$ cat src/rtl/serial_adder_pkg.sv
// Shared definitions for the bit-serial adder.
//   state_t   : FSM encoding (IDLE=00, SHIFT=01, DONE=10)
//   WIDTH_DEF : default operand width
//   cnt_w()   : bit counter width able to hold the value WIDTH
package serial_adder_pkg;

  localparam int WIDTH_DEF = 8;

  typedef enum logic [1:0] {
    IDLE  = 2'b00,
    SHIFT = 2'b01,
    DONE  = 2'b10
  } state_t;

  function automatic int cnt_w(input int w);
    return $clog2(w + 1);
  endfunction

endpackage

$ cat src/rtl/fa_cell.sv
// 1-bit full adder cell, purely combinational.
//   x, y : operand bits
//   ci   : carry in
//   s    : sum bit
//   co   : carry out
module fa_cell (
  input  logic x,
  input  logic y,
  input  logic ci,
  output logic s,
  output logic co
);

  assign s  = x ^ y ^ ci;
  assign co = (x & y) | (y & ci) | (x & ci);

endmodule

$ cat src/rtl/serial_adder_ctrl.sv
// Bit-serial adder controller: adds a + b + cin LSB first, one bit per
// clock, through a single fa_cell.
//   clk, rst_n : clock (rising edge), async active-low reset
//   start      : begin an addition (only looked at in IDLE)
//   a, b, cin  : operands, captured when start is accepted
//   busy       : high in SHIFT and DONE
//   done       : one-cycle pulse, sum/cout valid from that cycle
//   sum, cout  : registered result, held until the next completed add
module serial_adder_ctrl
  import serial_adder_pkg::*;
#(
  parameter int WIDTH = WIDTH_DEF
) (
  input  logic             clk,
  input  logic             rst_n,
  input  logic             start,
  input  logic [WIDTH-1:0] a,
  input  logic [WIDTH-1:0] b,
  input  logic             cin,
  output logic             busy,
  output logic             done,
  output logic [WIDTH-1:0] sum,
  output logic             cout
);

  localparam int CW = cnt_w(WIDTH);

  state_t           state;
  logic [WIDTH-1:0] a_sh, b_sh, res_sh;
  logic             carry;
  logic [CW-1:0]    cnt;
  logic             s_bit, c_bit;

  fa_cell u_fa (
    .x  (a_sh[0]),
    .y  (b_sh[0]),
    .ci (carry),
    .s  (s_bit),
    .co (c_bit)
  );

  // SHIFT runs WIDTH shifting cycles (cnt 0..WIDTH-1); the cycle that sees
  // cnt==WIDTH publishes the result and moves to DONE. cnt therefore tops
  // out at WIDTH and never wraps.
  always_ff @(posedge clk or negedge rst_n) begin
    if (!rst_n) begin
      state  <= IDLE;
      busy   <= 1'b0;
      done   <= 1'b0;
      sum    <= '0;
      cout   <= 1'b0;
      a_sh   <= '0;
      b_sh   <= '0;
      res_sh <= '0;
      carry  <= 1'b0;
      cnt    <= '0;
    end else begin
      case (state)
        IDLE: begin
          done <= 1'b0;
          if (start) begin
            a_sh   <= a;
            b_sh   <= b;
            carry  <= cin;
            res_sh <= '0;
            cnt    <= '0;
            busy   <= 1'b1;
            state  <= SHIFT;
          end
        end
        SHIFT: begin
          if (cnt == CW'(WIDTH)) begin
            sum   <= res_sh;
            cout  <= carry;
            done  <= 1'b1;
            state <= DONE;
          end else begin
            // sum bits enter at the MSB so after WIDTH shifts bit 0 sits at the LSB
            res_sh <= {s_bit, res_sh[WIDTH-1:1]};
            a_sh   <= a_sh >> 1;
            b_sh   <= b_sh >> 1;
            carry  <= c_bit;
            cnt    <= cnt + CW'(1);
          end
        end
        DONE: begin
          done  <= 1'b0;
          busy  <= 1'b0;
          state <= IDLE;
        end
        default: begin
          done  <= 1'b0;
          busy  <= 1'b0;
          state <= IDLE;
        end
      endcase
    end
  end

endmodule

$ cat config.mk
export PLATFORM = sky130hd
export DESIGN_NAME = serial_adder_ctrl
export DESIGN_NICKNAME = d
export VERILOG_FILES = /design/src/rtl/serial_adder_pkg.sv /design/src/rtl/fa_cell.sv /design/src/rtl/serial_adder_ctrl.sv
export SDC_FILE = /design/constraint.sdc
export NUM_CORES = 1
export LEC_CHECK = 0
export CAP_MARGIN = 40
export CORE_ASPECT_RATIO = 1.5
export CORE_UTILIZATION = 56
export CTS_CLUSTER_SIZE = 10
export DETAILED_ROUTE_END_ITERATION = 12
export PLACE_DENSITY = 0.83
export SLEW_MARGIN = 20
export SYNTH_ARGS = -nofsm -noshare
export SYNTH_HDL_FRONTEND = slang
export SYNTH_SLANG_ARGS = --single-unit
$ cat constraint.sdc
create_clock -name clk -period 4.5 [get_ports clk]
set_clock_uncertainty 0.1 [all_clocks]
set_input_delay 0.9 -clock clk [delete_from_list [all_inputs] [get_ports clk]]
set_output_delay 0.9 -clock clk [all_outputs]
set_load 0.01 [all_outputs]
-- After elaboration in Yosys (flattened, before gate mapping)
Cells that the tools add are included.
Widths: inputs -> output; s select.
- flip-flop bits (word level): 42
- output and inout bits: 11
- bits of input ports: 20
- logic and storage cells: 52
- $add $sub $neg: 1
- equal/unequal tests: 5
- bitwise logic cells: 8
- reduce and logical (&&, ||, !) cells: 6
- muxes and demuxes: 22
- operators with widths (cell ; number):
    $mux 8 ; 6
    $pmux 8 s2 ; 3
    $mux 4 ; 2
    $pmux 4 s2 ; 1
    $ne 2x2->1 const B ; 3
    $reduce_and 2->1 ; 3
    $mux 1 ; 5
    $add 4x1->4 const B ; 1
    $eq 4x4->1 const B ; 1
    $mux 2 ; 2
    $pmux 1 s2 ; 2
    $pmux 2 s2 ; 1
    $and 1x1->1 ; 3
    $reduce_and 3->1 ; 1
    $eq 2x1->1 const B ; 1
    $logic_not 2->1 ; 1
    $or 1x1->1 ; 2
    $reduce_bool 2->1 ; 1
    $xor 1x1->1 ; 2
    $not 1->1 ; 1

-- Logic depth before layout (Yosys ltp)
- word-level depth: 5
- depth in mapped cells: 8
- gate-level depth less buffers: 6

-- Cells and area by module
A second synthesis with hierarchy kept.
- cells, all modules: 130
- area, all modules: 1904.3 um^2
- modules (own cells, without submodules) (module ; cells an instance ; seq. area each (um^2) ; times used ; area each (um^2)):
    serial_adder_ctrl ; 129 ; 1051.0 ; 1 ; 1884.3
    fa_cell ; 1 ; 0.0 ; 1 ; 20.0

-- Worst setup path before layout
OpenSTA, ideal clock, no wires.
- path kind: input-to-reg
- start: input start
- end: register a_sh[1]
- setup time: 0.125 ns
- path buffers: 1
- arrival: 1.766 ns
- data required time: 4.275 ns
- setup slack: 2.509 ns
- cell stages on the path: 5
- cell sequence: nor2_1 a211o_4 clkinv_4 buf_12 mux2_4
- longest elaborated chain between the ends: 2
- RTL lines (what ; line ; RTL):
    from (decl) ; serial_adder_ctrl.sv:16 ; input logic start,
    $ne 2x2->1 (no source line) ; -- ;
    $reduce_and 3->1 (no source line) ; -- ;
    to (signal assigned) ; serial_adder_ctrl.sv:80 ; a_sh <= a_sh >> 1;
    to (decl) ; serial_adder_ctrl.sv:29 ; logic [WIDTH-1:0] a_sh, b_sh, res_sh;
Every way passes these cells.
A chain may end at the register's enable or synchronous reset.

-- Worst setup path in the final report
- start: input start
- end: register b_sh[2]
- longest elaborated chain between the ends: 2
- RTL lines (what ; line ; RTL):
    $ne 2x2->1 (no source line) ; -- ;
    $reduce_and 3->1 (no source line) ; -- ;
    to (signal assigned) ; serial_adder_ctrl.sv:81 ; b_sh <= b_sh >> 1;
    to (decl) ; serial_adder_ctrl.sv:29 ;
Every way passes these cells.

==> summary.txt <==
Global route
  – Largest net degree at the start of global routing: 32
  – Total congestion overflow: 0
  – Vias in the first global route: 1,197
  – Gr usage total: 21.4%
  – First-pass GRT wire length: between 5 and 6 mm
  – Initial antenna violation count: 0

Route
  – Post-route DRC: 0
  – Iter 0 DRT Violations: 27
  – WL per Instance: 16.1 um
  – First drt pass iteration count: 4
  – Routed wire length: 3.28 mm
  – Met3 wire len: 97 um
  – Vias per inst: roughly 5.5
  – Remaining antenna violation count: 0
  – WL met1: 1.41 mm
  – Met2 WL: 1.71 mm
  – Vias: 1,126
  – Top routing layer in use: met4

Clock network
  – Post_cts resized: 0
  – CTS buffer count: 5
  – Root Buffer: clkbuf_8
  – Worst-path clk slew: 80 ps
  – CTS tree: done
  – Hold_buf cts: 0
  – Clock sink total: 42
  – Worst-Skew Late Latency: 310 ps
  – Post-CTS Setup Inserts: 0
  – CTS H-Tree Depth: 2
  – Clock tree buffer depth: 2

Final layout
  – Ant. Diodes: 0
  – Final nets: ~190
  – Most frequent cells in the layout: dfrtp_1 (42), clkdlybuf4s50_1 (29), mux2_2 (28)
  – Share of cells above drive strength 1: between 20 and 30%
  – Leading cell type in the layout, fill and taps excluded: dfrtp_1
  – Finished Core Util: 72.0%
  – Layout area overhead: 22.1%

Run
  – Max Cap Violations: 0

Setup path
  – Crit path DAT: 2420 ps
  – Cell Chain, Critical Path: clkdlybuf4s50_1 > nor2_1 > a211o_4 > clkinv_4 > mux2_2
  – CP max stage cell: clkdlybuf4s50_1
  – Startpoint Class: primary input
  – CP required: 4590 ps
  – Max Fanout on Critical Path: 16
  – CP endpoint kind: register
  – WS Path Type: primary input to register
  – CP peak stage delay: roughly 510 ps

Synthesis
  – Synth unique cells: 31
  – Largest family of logic cells by synthesized area: multiplexers
  – Post-synthesis cell count: 130
  – Multiplexer share of the synthesized area: 24.7%
  – Syn. warnings: 0
  – Flops & latches, synth: 42
  – Mapped Area: 0.00188 mm^2
  – Simple-gate share of the synthesized area: 5.19%
  – Syn avg cell area: around 14 um^2
  – Synthesized Nets: around 150
  – Seq/Total Area, Yosys: roughly 56%
  – Synth Area in XOR/XNOR: 0.465%
  – Synth Area in Adders: 2.39%
  – Synth Area in Compound Gates: 7.05%

Run status
  – Status: completed

STA
  – Pins Over Slew Limit: 0
  – Period minus WS final: roughly 2300 ps
  – Final worst slack: 2170 ps
  – Final hold slack: between 300 and 400 ps
  – Final setup viols: 0
  – Fmax achieved: 429 MHz
  – Crit share post-route: 51.8%
  – Fin. Hold Viols: 0
  – Slew HR: 59.2%
  – TNS Setup: 0 ps
  – Slew @ Worst Pin: 611 ps
  – RSZ-0062 raised after global routing: false

Power
  – Worst VDD drop: 0.428 mV
  – Leak pwr: approximately 1.1 nW
  – Total power per unit cell area: 694 mW/mm^2

Min path
  – Hold Crit Class: primary input to async pin

Placed design
  – Pre-CTS setup slack: 1860 ps
  – Gpl congestion: 0.771
  – Post-DP HPWL: 2.40 mm
  – # port buffers: 30

Die
  – Cell row count: 25
  – Core box area: ~0.0032 mm^2
  – Die ar.: approximately 0.0036 mm^2
  – I/O pins: 31
  – Starting Density: 59.0%
  – Die width: 49.3 um
  – Die height: ~73 um
-- layer usage --
layer,GRT usage [%],vias to the layer above
li1,-,530
met1,24.5,567
met2,37.3,23
met3,6.25,6
met4,8.82,0
met5,0,-
-- critical path, delay by kind of cell --
family	cells	cell delay, ps
buffers and inverters	2	690
multiplexers	1	350
AND/OR/NAND/NOR	1	70
AO/OA/AOI/OAI	1	390
-- cell families after synthesis --
logic type | after synthesis
AOI/OAI and AO/OA | 15
DFF | 42
xor gates and xnor gates | 1
and+or+nand+nor | 16
adders and majority gates | 3
muxes | 40
buffers and inverters | 13
-- Yosys cell counts --
cell / instances / area [um^2]
dfrtp_1: 42 / 1050
mux2_2: 28 / 315
a22o_1: 10 / 87.6
inv_1: 6 / 22.5
mux2_4: 6 / 90.1
mux2i_1: 6 / 60.1
buf_2: 3 / 15.0
nor2_1: 3 / 11.3
ha_1: 2 / 25.0
nor2b_1: 2 / 12.5
nor3b_1: 2 / 15.0
a211o_4: 1 / 17.5
a21o_1: 1 / 7.51
a21oi_1: 1 / 5.00
a221o_1: 1 / 10.0
and2_1: 1 / 6.26
and3b_1: 1 / 8.76
buf_12: 1 / 20.0
buf_6: 1 / 11.3
clkbuf_1: 1 / 3.75
clkinv_4: 1 / 8.76
fa_1: 1 / 20.0
nand2_1: 1 / 3.75
nand2b_1: 1 / 6.26
nand3_1: 1 / 5.00
nor2_2: 1 / 6.26
nor3_1: 1 / 5.00
nor4b_1: 1 / 8.76
o21ai_0: 1 / 5.00
or3b_2: 1 / 8.76
xor2_1: 1 / 8.76
-- through the flow --
| stage | total power (W) | std cells | area (um^2) |
|---|---|---|---|
| global placement | 0.00131 | 195 | 2180 |
| floorplan | 0.00118 | 130 | 1880 |
| global route | 0.00170 | 204 | 2300 |
| detailed placement | 0.00136 | 196 | 2200 |
| finish | 0.00159 | 204 | 2300 |
| CTS | 0.00161 | 204 | 2300 |
-- path summary, 6_finish.rpt --
| path | from | end | slack, ps | cells past startpoint |
|---|---|---|---|---|
| max reg2reg | state[0] | a_sh[4] | 2380 | 4 |
| min in group clk | b_sh[4] | b_sh[4] | 410 | 1 |
| max in group asynchronous | rst_n | a_sh[7] | 3470 | 2 |
| max | start | b_sh[2] | 2170 | 5 |
| min reg2reg | b_sh[4] | b_sh[4] | 410 | 1 |
| min | rst_n | b_sh[1] | 380 | 1 |
-- flip-flops by register name, indices dropped and copies added (netlist names) --
signal	count
done	1
b_sh	8
cout	1
state	2
cnt	4
sum	8
res_sh	8
busy	1
carry	1
a_sh	8
-- final cells by class --
class                   count  area (um^2)
fillers                   241          892
well taps                  40         50.0
clock inverters             3         25.0
inverters                   7         31.3
flip-flops and latches     42         1050
multi-input cells          75          749
repair buffers             32          323
clock buffers               5         68.8
-- power by group --
part,total [W],switching (W),internal (W)
logic,0.000704,0.000290,0.000414
registers,0.000638,0.000101,0.000538
clock network,0.000253,0.000141,0.000112
total,0.00159,0.000531,0.00106
No activity file was read; power rests on OpenSTA's default activity.
